==> src/rtl/rob_commit_pkg.sv <==
// Shared constants for the reorder buffer, decode and branch unit.
package rob_commit_pkg;

  localparam int ROB_ENTRIES = 16;
  localparam int ROB_IDX_W   = 4;
  localparam int DATA_W      = 16;
  localparam int REG_W       = 4;

  localparam logic [3:0] OP_JZ  = 4'b1000;
  localparam logic [3:0] OP_JNZ = 4'b1001;
  localparam logic [3:0] OP_JGT = 4'b1010;
  localparam logic [3:0] OP_JLT = 4'b1011;

  // All conditional branches share the 10xx opcode space.
  function automatic logic is_branch_op(input logic [3:0] op);
    return (op[3:2] == 2'b10);
  endfunction

endpackage

==> src/rtl/rob_commit_if.sv <==
// Dispatch, writeback, commit and redirect signals of the reorder buffer.
interface rob_commit_if import rob_commit_pkg::*; #(
  parameter int IDX_W  = ROB_IDX_W,
  parameter int DATA_W = rob_commit_pkg::DATA_W
);

  logic              alloc_valid;
  logic              alloc_is_branch;
  logic [REG_W-1:0]  alloc_dest;
  logic              alloc_wr;
  logic              alloc_ready;
  logic [IDX_W-1:0]  alloc_index;

  logic              alu_valid;
  logic [IDX_W-1:0]  alu_index;
  logic [DATA_W-1:0] alu_value;

  logic              br_valid;
  logic [IDX_W-1:0]  br_index;
  logic [DATA_W-1:0] br_target;
  logic              br_taken;

  logic              commit_valid;
  logic              commit_wr;
  logic [REG_W-1:0]  commit_dest;
  logic [DATA_W-1:0] commit_value;
  logic              flush;
  logic [DATA_W-1:0] flush_pc;
  logic [IDX_W:0]    count;

  modport master (
    output alloc_valid, alloc_is_branch, alloc_dest, alloc_wr,
    input  alloc_ready, alloc_index,
    output alu_valid, alu_index, alu_value,
    output br_valid, br_index, br_target, br_taken,
    input  commit_valid, commit_wr, commit_dest, commit_value,
    input  flush, flush_pc, count
  );

  modport slave (
    input  alloc_valid, alloc_is_branch, alloc_dest, alloc_wr,
    output alloc_ready, alloc_index,
    input  alu_valid, alu_index, alu_value,
    input  br_valid, br_index, br_target, br_taken,
    output commit_valid, commit_wr, commit_dest, commit_value,
    output flush, flush_pc, count
  );

endinterface

==> src/rtl/rob_commit_ptr.sv <==
// Head/tail/occupancy bookkeeping for the reorder buffer, with wrap and full/empty.
module rob_commit_ptr import rob_commit_pkg::*; #(
  parameter int ENTRIES = ROB_ENTRIES,
  parameter int IDX_W   = ROB_IDX_W
) (
  input  logic             clk,
  input  logic             reset,
  input  logic             alloc_fire,
  input  logic             commit_fire,
  input  logic             flush,
  output logic [IDX_W-1:0] head,
  output logic [IDX_W-1:0] tail,
  output logic [IDX_W:0]   count,
  output logic             full,
  output logic             empty
);

  // Pointers wrap naturally because ENTRIES is a power of two.
  always_ff @(posedge clk) begin
    if (reset || flush) begin
      head  <= '0;
      tail  <= '0;
      count <= '0;
    end else begin
      if (alloc_fire)  tail <= tail + 1'b1;
      if (commit_fire) head <= head + 1'b1;
      count <= count + {{IDX_W{1'b0}}, alloc_fire} - {{IDX_W{1'b0}}, commit_fire};
    end
  end

  assign full  = (count == ENTRIES[IDX_W:0]);
  assign empty = (count == '0);

endmodule

==> src/rtl/rob_commit.sv <==
// 16-entry reorder buffer: in-order allocate, tagged writeback, in-order retire,
// and flush/redirect when a taken branch reaches the head (front end predicts not-taken).
module rob_commit import rob_commit_pkg::*; #(
  parameter int ENTRIES = ROB_ENTRIES,
  parameter int IDX_W   = ROB_IDX_W,
  parameter int DATA_W  = rob_commit_pkg::DATA_W
) (
  input  logic         clk,
  input  logic         reset,
  rob_commit_if.slave  bus
);

  logic [ENTRIES-1:0] valid_q;
  logic [ENTRIES-1:0] done_q;
  logic [ENTRIES-1:0] is_br_q;
  logic [ENTRIES-1:0] wr_q;
  logic [ENTRIES-1:0] taken_q;
  logic [REG_W-1:0]   dest_q  [ENTRIES];
  logic [DATA_W-1:0]  value_q [ENTRIES];

  logic [IDX_W-1:0] head;
  logic [IDX_W-1:0] tail;
  logic [IDX_W:0]   count;
  logic             full;
  logic             empty;

  logic head_live;
  logic head_redirect;
  logic commit_fire;
  logic flush_fire;
  logic alloc_fire;
  logic alu_hit;
  logic br_hit;

  rob_commit_ptr #(
    .ENTRIES (ENTRIES),
    .IDX_W   (IDX_W)
  ) u_ptr (
    .clk         (clk),
    .reset       (reset),
    .alloc_fire  (alloc_fire),
    .commit_fire (commit_fire),
    .flush       (flush_fire),
    .head        (head),
    .tail        (tail),
    .count       (count),
    .full        (full),
    .empty       (empty)
  );

  // Head decisions are combinational; the empty guard masks stale entry bits.
  always_comb begin
    head_live     = valid_q[head] && done_q[head] && !empty;
    head_redirect = is_br_q[head] && taken_q[head];
    commit_fire   = head_live && !head_redirect;
    flush_fire    = head_live && head_redirect;
    alloc_fire    = bus.alloc_valid && !full && !flush_fire;
    alu_hit       = bus.alu_valid && valid_q[bus.alu_index];
    br_hit        = bus.br_valid && valid_q[bus.br_index];
  end

  assign bus.alloc_ready  = !full && !flush_fire;
  assign bus.alloc_index  = tail;
  assign bus.commit_valid = commit_fire;
  assign bus.commit_wr    = commit_fire && wr_q[head] && !is_br_q[head];
  assign bus.commit_dest  = dest_q[head];
  assign bus.commit_value = value_q[head];
  assign bus.flush        = flush_fire;
  assign bus.flush_pc     = value_q[head];
  assign bus.count        = count;

  // Control state: a flush discards same-cycle allocation and writebacks.
  always_ff @(posedge clk) begin
    if (reset || flush_fire) begin
      valid_q <= '0;
      done_q  <= '0;
    end else begin
      if (commit_fire) valid_q[head] <= 1'b0;
      if (alloc_fire) begin
        valid_q[tail] <= 1'b1;
        done_q[tail]  <= 1'b0;
      end
      if (alu_hit) done_q[bus.alu_index] <= 1'b1;
      if (br_hit)  done_q[bus.br_index]  <= 1'b1;
    end
  end

  // Payload is only meaningful while the matching valid/done bits are set.
  always_ff @(posedge clk) begin
    if (alloc_fire) begin
      is_br_q[tail] <= bus.alloc_is_branch;
      wr_q[tail]    <= bus.alloc_wr;
      dest_q[tail]  <= bus.alloc_dest;
    end
    if (alu_hit) begin
      value_q[bus.alu_index] <= bus.alu_value;
      taken_q[bus.alu_index] <= 1'b0;
    end
    if (br_hit) begin
      value_q[bus.br_index] <= bus.br_target;
      taken_q[bus.br_index] <= bus.br_taken;
    end
  end

  a_wb_collision : assert property (@(posedge clk) disable iff (reset)
    !(bus.alu_valid && bus.br_valid && (bus.alu_index == bus.br_index)))
    else $error("alu and branch writeback target the same ROB index");

endmodule
==> src/flat_wrapper.sv <==
// flat-port wrapper written by rule: the top's interface ports become plain ports
module rob_commit_flat import rob_commit_pkg::*;
#(
  parameter int ENTRIES = ROB_ENTRIES,
  parameter int IDX_W   = ROB_IDX_W,
  parameter int DATA_W  = rob_commit_pkg::DATA_W
)
  (clk, reset, bus_alloc_valid, bus_alloc_is_branch, bus_alloc_dest, bus_alloc_wr, bus_alloc_ready, bus_alloc_index, bus_alu_valid, bus_alu_index, bus_alu_value, bus_br_valid, bus_br_index, bus_br_target, bus_br_taken, bus_commit_valid, bus_commit_wr, bus_commit_dest, bus_commit_value, bus_flush, bus_flush_pc, bus_count);
  rob_commit_if #(.IDX_W(IDX_W), .DATA_W(DATA_W)) bus_i ();
  input  logic clk;
  input  logic reset;
  input wire logic [$bits(bus_i.alloc_valid)-1:0] bus_alloc_valid;
  input wire logic [$bits(bus_i.alloc_is_branch)-1:0] bus_alloc_is_branch;
  input wire logic [$bits(bus_i.alloc_dest)-1:0] bus_alloc_dest;
  input wire logic [$bits(bus_i.alloc_wr)-1:0] bus_alloc_wr;
  output wire logic [$bits(bus_i.alloc_ready)-1:0] bus_alloc_ready;
  output wire logic [$bits(bus_i.alloc_index)-1:0] bus_alloc_index;
  input wire logic [$bits(bus_i.alu_valid)-1:0] bus_alu_valid;
  input wire logic [$bits(bus_i.alu_index)-1:0] bus_alu_index;
  input wire logic [$bits(bus_i.alu_value)-1:0] bus_alu_value;
  input wire logic [$bits(bus_i.br_valid)-1:0] bus_br_valid;
  input wire logic [$bits(bus_i.br_index)-1:0] bus_br_index;
  input wire logic [$bits(bus_i.br_target)-1:0] bus_br_target;
  input wire logic [$bits(bus_i.br_taken)-1:0] bus_br_taken;
  output wire logic [$bits(bus_i.commit_valid)-1:0] bus_commit_valid;
  output wire logic [$bits(bus_i.commit_wr)-1:0] bus_commit_wr;
  output wire logic [$bits(bus_i.commit_dest)-1:0] bus_commit_dest;
  output wire logic [$bits(bus_i.commit_value)-1:0] bus_commit_value;
  output wire logic [$bits(bus_i.flush)-1:0] bus_flush;
  output wire logic [$bits(bus_i.flush_pc)-1:0] bus_flush_pc;
  output wire logic [$bits(bus_i.count)-1:0] bus_count;
  assign bus_i.alloc_valid = bus_alloc_valid;
  assign bus_i.alloc_is_branch = bus_alloc_is_branch;
  assign bus_i.alloc_dest = bus_alloc_dest;
  assign bus_i.alloc_wr = bus_alloc_wr;
  assign bus_alloc_ready = bus_i.alloc_ready;
  assign bus_alloc_index = bus_i.alloc_index;
  assign bus_i.alu_valid = bus_alu_valid;
  assign bus_i.alu_index = bus_alu_index;
  assign bus_i.alu_value = bus_alu_value;
  assign bus_i.br_valid = bus_br_valid;
  assign bus_i.br_index = bus_br_index;
  assign bus_i.br_target = bus_br_target;
  assign bus_i.br_taken = bus_br_taken;
  assign bus_commit_valid = bus_i.commit_valid;
  assign bus_commit_wr = bus_i.commit_wr;
  assign bus_commit_dest = bus_i.commit_dest;
  assign bus_commit_value = bus_i.commit_value;
  assign bus_flush = bus_i.flush;
  assign bus_flush_pc = bus_i.flush_pc;
  assign bus_count = bus_i.count;
  rob_commit #(.ENTRIES(ENTRIES), .IDX_W(IDX_W), .DATA_W(DATA_W)) u_core (.clk(clk), .reset(reset), .bus(bus_i));
endmodule
==> config.mk <==
export PLATFORM = sky130hd
export DESIGN_NAME = rob_commit_flat
export DESIGN_NICKNAME = d
export VERILOG_FILES = /design/src/rtl/rob_commit_pkg.sv /design/src/rtl/rob_commit_if.sv /design/src/rtl/rob_commit_ptr.sv /design/src/rtl/rob_commit.sv /design/src/flat_wrapper.sv
export SDC_FILE = /design/constraint.sdc
export NUM_CORES = 1
export LEC_CHECK = 0
export BUFFER_PORTS_ARGS = -buffer_cell sky130_fd_sc_hd__buf_2
export CAP_MARGIN = 20
export CORE_ASPECT_RATIO = 0.9
export CORE_MARGIN = 2
export CORE_UTILIZATION = 42
export DETAILED_ROUTE_END_ITERATION = 10
export PLACE_DENSITY_LB_ADDON = 0.08
export SETUP_SLACK_MARGIN = 0.02
export SYNTH_ARGS = -nofsm -noshare
export SYNTH_HDL_FRONTEND = slang
export SYNTH_HIERARCHICAL = 1
export SYNTH_SLANG_ARGS = --single-unit
==> constraint.sdc <==
create_clock -name clk -period 4.5 [get_ports clk]
set_input_delay 0.675 -clock clk [delete_from_list [all_inputs] [get_ports clk]]
set_output_delay 0.675 -clock clk [all_outputs]
set_load 0.02 [all_outputs]
## Word level (Yosys, flattened, before mapping)

Memory sizes are Yosys's and may differ from the RTL's. A register that Yosys moved wholly into a read port is not among the register bits.
Index checks and enable logic that the tools add are counted.

- Bits in writable memories: 320
- Memories kept: 2
- Output and inout port bits: 49
- Latch bits: 0
- Bits in read-only memories: 0
- Bits in registers: 93

Memories:

| name | words | width | read ports | clocked after Yosys merged registers in | wr ports | RTL line | source |
|---|---|---|---|---|---|---|---|
| u_core.value_q | 16 | 16 | 1 | 1 | 2 | rob_commit.sv:19 | `logic [DATA_W-1:0] value_q [ENTRIES];` |
| u_core.dest_q | 16 | 4 | 1 | 1 | 1 | rob_commit.sv:18 | `logic [REG_W-1:0] dest_q [ENTRIES];` |

- Multiply operators: 0
- Shifts and indexed selects: 0
- Divide/modulo/power cells: 0
- $add $sub $neg: 4
- Equality and inequality tests: 1
- Bitwise gates (word level): 9
- Order comparisons: 8
- Multiplexer cells: 45
- Reduce and logical (&&, ||, !) cells: 23

Operators with widths:

| kind | number |
|---|---|
| 16-bit 2-to-1 mux | 10 |
| 16-bit AND | 3 |
| 16-bit bitwise mux | 3 |
| 16-bit NOT | 3 |
| 16-bit OR | 3 |
| 1-bit binary-select mux with 4-bit select | 7 |
| 4-bit by 5-bit less-than comparator with 1-bit output, second input constant | 4 |
| 1-bit 2-to-1 mux | 17 |
| 1-bit demux with 4-bit select | 4 |
| 4-bit by 1-bit greater-or-equal comparator with 1-bit output, second input constant | 4 |
| 1-bit logical AND | 16 |
| 4-bit 2-to-1 mux | 4 |
| 4-bit by 1-bit adder with 4-bit output, second input constant | 2 |
| 5-bit by 1-bit adder with 5-bit output | 1 |
| 5-bit equality test, second input constant | 1 |
| 1-bit zero test | 5 |
| 5-bit zero test | 1 |
| 5-bit by 1-bit subtractor with 5-bit output | 1 |
| 1-bit logical OR | 1 |

## Depth between registers and ports, before layout

- Depth after elaboration: 14
- Depth in mapped cells: 16
- Mapped depth without buffers: 14

## By module

Netlist, hierarchy kept.

By module, submodules not included:

| module | sequential area each (um2) | area each (um2) | cells each | instances |
|---|---|---|---|---|
| rob_commit | 11531.1 | 20023.0 | 1209 | 1 |
| rob_commit_ptr | 260.2 | 668.1 | 71 | 1 |

## Worst setup path before layout

No wires, ideal clock.

- Path type: register to register
- Start point: reg u_core.u_ptr.head[1]
- End point: reg u_core.u_ptr.count[4]
- Arrival time: 3982 ps
- Path slack: 448 ps
- Path buffers: 2
- Clock period less this slack: 4052 ps
- Required time: 4430 ps
- Setup time: 70 ps
- Stages on the path, launching flop included: 15
- Path through: dfxtp_1 buf_2 mux4_2 nor4b_1 nor4_4 clkbuf_1 nor2_1 ha_1 inv_1 ha_1 inv_1 fa_1 nand2b_1 a2111oi_1 o21bai_1

RTL lines:

| element | RTL line | source |
|---|---|---|
| from (decl) | rob_commit_ptr.sv:11 | `output logic [IDX_W-1:0] head,` |
| from (signal assigned) | rob_commit_ptr.sv:26 | `if (commit_fire) head <= head + 1'b1;` |
| 1-bit binary-select mux with 4-bit select, on equally long branches | rob_commit.sv:53, rob_commit.sv:54 |  |
| 1-bit 2-to-1 mux, on equally long branches | rob_commit.sv:53, rob_commit.sv:54 |  |
| 1-bit logical AND, on equally long branches | rob_commit.sv:53, rob_commit.sv:54 |  |
| 1-bit logical AND / 1-bit zero test (equally long branches) | rob_commit.sv:53, rob_commit.sv:55 |  |
| 1-bit logical AND (*) | rob_commit.sv:55 | `commit_fire = head_live && !head_redirect;` |
| named net bus_commit_valid | flat_wrapper.sv:25 | `output wire logic [$bits(bus_i.commit_valid)-1:0] bus_commit_valid;` |
| 5-bit by 1-bit subtractor with 5-bit output (*) | rob_commit_ptr.sv:27 | `count <= count + {{IDX_W{1'b0}}, alloc_fire} - {{IDX_W{1'b0}}, commit_fire};` |
| to (signal assigned) | rob_commit_ptr.sv:27 |  |
| to (decl) | rob_commit_ptr.sv:13 | `output logic [IDX_W:0] count,` |

Mark *: on every way through the listed nets, which the timed path passes. The rest lies on a longest branch. The select of a mux whose other input is x is not followed.
A chain may end at the register's enable or synchronous reset.

## Worst setup path after layout

- Start point: reg u_core.u_ptr.head[3]
- End point: out bus_flush

- Word-level cells in the longest chain between the ends: 5

RTL lines:

| element | RTL line | source |
|---|---|---|
| 1-bit binary-select mux with 4-bit select | rob_commit.sv:53 | `head_live = valid_q[head] && done_q[head] && !empty;` |
| 1-bit 2-to-1 mux (implied by the code) | rob_commit.sv:53 |  |
| 1-bit logical AND (2 in a row) | rob_commit.sv:53 |  |
| 1-bit logical AND (*) | rob_commit.sv:56 | `flush_fire = head_live && head_redirect;` |
| to (decl) | flat_wrapper.sv:29 | `output wire logic [$bits(bus_i.flush)-1:0] bus_flush;` |

Mark *: on every way between the ends. The rest lies on a longest branch, timed or not. The select of a mux whose other input is x is not followed.

==> results.md <==
* Slew margin rel. at 0.295
* TritonCTS clock tree: done
* Maximum clock path buffer count at 3
* Boundary pin count at 101
* Most frequent CP cell: buf_4
* Syn Inst Count at roughly 1300
* Tcrit/Tclk final at 0.919
* RSZ-0062 raised after global routing: no
* Net Sw Power at 0.00209 W
* Syn nets at 1341
* Power Internal at 0.00687 W
* HP Class: flip-flop to flip-flop
* Clk_lat worst skew at 570 ps
* CP peak stage delay at 570 ps
* Register bit total from synthesis at ~410
* Syn. warnings at 6
* Diode count at 0
* Number of remaining DRC errors at 0
* H-tree Lvls at 2
* Initial DRC Count at 1054
* Cts repair resizes at 0
* Core area at 48800 um^2
* Clock power frac at 0.434
* GRT Residual Overflow at 0
* Die ar. at slightly above 50000 um^2
* Hold_ws at 490 ps
* PD cells at 385 nW/um^2
* Clock-pin slew on the worst setup and hold paths at roughly 60 ps
* CTS hold repair buffers at 0
* Switching share of power at 0.233
* Clk root buf: clkbuf_16
* Status: finished, final reports clean
* TritonCTS Buffers at 47
* Setup TNS at 0 ps
* Worst Setup End Kind: output port
* Clock Skew at 15.0 ps
* Cells along the critical path: buf_4 -> nor2b_1 -> nand2_1 -> and3_1 -> a41o_1 -> nor2_2 -> buf_4 -> buf_2
* Pre-CTS setup slack at ~460 ps
* Initial DRT Pass Iterations at 5
* Final net count at 1422
* Die H at 215 um
* LEAKAGE at 7.56 nW
* Layout cells sized above 1 at 0.472
* Synth Flop Type: edfxtp_1
* GPL Wtd Cong at 0.821
* Mapped Avg Cell Area at around 16 um^2
* Final wirelength at 58500 um
* Comb power frac at 0.084
* Post-CTS setup buffer count at 0
* Final count of negative-setup-slack endpoints at 0
* Tot GR Track Use at 0.233
* Starting density of the core at 0.424
* Crit Path Max Fanout at 30
* Die width at 238 um
* WP data required at roughly 3800 ps
* Asr flop ratio synth at 0
* P&R area growth vs syn at 12.3%
* # rows at 77
* Max VDD drop at 0.221 mV
* Number of port buffers at 100
* Post-synth EDFFs at about 350
* DPL Wire Length at 37600 um
* Final count of pins violating max slew at 0
* Max Clk Rate at around 240 MHz
* Crit-path slowest cell: nor2b_1
* Flop pwr share at 0.482
* Wirelength per Cell at 28.8 um
* Final core occ at 0.476
* Final worst slack at ~360 ps
* Startpoint Class: flip-flop
* Max-Cap Viols at 0
* Slew at the pin closest to its max-slew limit at 1060 ps
* Vias per inst at approximately 6.0
* CTS sink count at 413
* Yosys cell types at 69
* Initial antenna violation count at 3
* Final worst path period need at 4140 ps
* Final ANT Viol Nets at 0
* Vias at 12100
* Final hold violations at 0
* Mapped Area at 20700 um^2
* Critical path class: flip-flop to output port
* Register area share after synthesis at 0.570
* Crit path DAT at 3460 ps
* Largest net degree at the start of global routing at 38
* Vias in the first global route at 12600
* First-pass GRT wire length at 87100 um
==> cells by family after synthesis <==
kind of cell | synth area share
compound gates | 0.0525
xor+xnor | 0.00339
fa+ha+maj | 0.00581
buf+inv | 0.0386
flops | 0.570
mux | 0.277
simple gates | 0.0529
==> through the flow <==
stage | cells | total power [W] | area (um^2)
after floorplan | 1280 | 0.00489 | 20700
after global placement | 1944 | 0.00514 | 21700
after detailed placement | 1944 | 0.00514 | 21700
after CTS | 2030 | 0.00904 | 23200
after global routing | 2030 | 0.00925 | 23200
final | 2030 | 0.00896 | 23200
==> layer usage <==
metal  vias to the layer above  track usage  share of wire
met5                         -            0        0.00056
met4                         4       0.0635          0.023
met3                        97       0.0427          0.066
met2                       442        0.355           0.45
met1                      6328        0.343           0.46
li1                       5248            -              -
==> path summary, 6_finish.rpt <==
| kind | from | end | cells after the start | slack (ps) |
|---|---|---|---|---|
| max | u_core/u_ptr/head[3] | bus_flush | 8 | 360 |
| min | u_core/taken_q[9] | u_core/taken_q[9] | 2 | 490 |
| max reg2reg | u_core/u_ptr/head[1] | u_core/u_ptr/count[4] | 12 | 500 |
| min reg2reg | u_core/taken_q[9] | u_core/taken_q[9] | 2 | 490 |
==> final cells by class <==
class | count | area, um^2
flip-flops and latches | 413 | 11800
repair buffers | 159 | 943
multi-input cells | 730 | 8120
clock buffers | 65 | 1340
well taps | 632 | 791
clock inverters | 21 | 209
fillers | 4234 | 25600
inverters | 10 | 37.5
==> power by group through the flow <==
stage,combinational [W],sequential (W),clock (W)
after floorplan,0.000495,0.00439,0
after global placement,0.000743,0.00440,0
after detailed placement,0.000749,0.00439,0
after CTS,0.000753,0.00431,0.00397
after global routing,0.000824,0.00432,0.00410
final,0.000755,0.00432,0.00388
==> synth_stat cells (2+ instances only) <==
cell type | n | area (um^2)
o2bb2ai_1 | 7 | 61.3
nor4b_1 | 3 | 26.3
ha_1 | 8 | 100
buf_1 | 6 | 22.5
clkbuf_8 | 4 | 55.1
edfxtp_1 | 352 | 10600
or2b_1 | 2 | 15.0
mux4_2 | 121 | 2730
mux2i_1 | 12 | 120
o21ai_0 | 18 | 90.1
buf_2 | 30 | 150
dfxtp_1 | 61 | 1220
mux2_1 | 8 | 90.1
buf_4 | 21 | 158
mux2_2 | 248 | 2790
clkbuf_1 | 50 | 188
o2111ai_4 | 2 | 52.6
and2b_1 | 2 | 15.0
a22oi_1 | 2 | 15.0
inv_1 | 9 | 33.8
a211oi_1 | 23 | 173
nor3b_1 | 4 | 30.0
buf_6 | 15 | 169
nor2_2 | 2 | 12.5
nand2_1 | 52 | 195
and3_1 | 3 | 18.8
nand2b_1 | 11 | 68.8
a21o_1 | 5 | 37.5
or2_2 | 20 | 125
xnor2_1 | 3 | 26.3
a21oi_1 | 13 | 65.1
nand3_1 | 19 | 95.1
a21boi_0 | 2 | 15.0
xor2_1 | 5 | 43.8
a2111oi_4 | 8 | 220
nor2_1 | 37 | 139
nor3_1 | 11 | 55.1
o211ai_1 | 10 | 75.1
nand4_1 | 5 | 31.3
nor2b_1 | 11 | 68.8
nor3_2 | 6 | 60.1
and2_1 | 2 | 12.5
o211ai_2 | 6 | 75.1
o31ai_1 | 16 | 120
==> worst max-delay path: cells and delay by family (launching register included) <==
| kind | cells | cell delay, ps |
|---|---|---|
| AND/OR/NAND/NOR | 4 | 1070 |
| AO/OA/AOI/OAI | 1 | 350 |
| flip-flops | 1 | 510 |
| buffers and inverters | 3 | 960 |
==> cell usage in the layout, fill, tap and decap left out, drive strengths merged, types with 12 or more instances in the layout <==
master	count
clkbuf	65
a21oi	13
nor2	39
mux2	256
clkinv	15
o21ai	19
nand3	21
dfxtp	61
edfxtp	352
o31ai	16
buf	159
a211oi	24
nand2	52
mux2i	12
o211ai	16
or2	21
mux4	121
nor3	17
==> sequential cells by signal (all words and copies together) (netlist names) <==
name,flops
u_core/done_q,16
u_core/u_ptr/tail,4
u_core/wr_q,16
u_core/valid_q,16
u_core/u_ptr/count,5
u_core/taken_q,16
u_core/is_br_q,16
u_core/value_q,256
u_core/dest_q,64
u_core/u_ptr/head,4
Note: power is estimated with default switching activity, not from simulation.
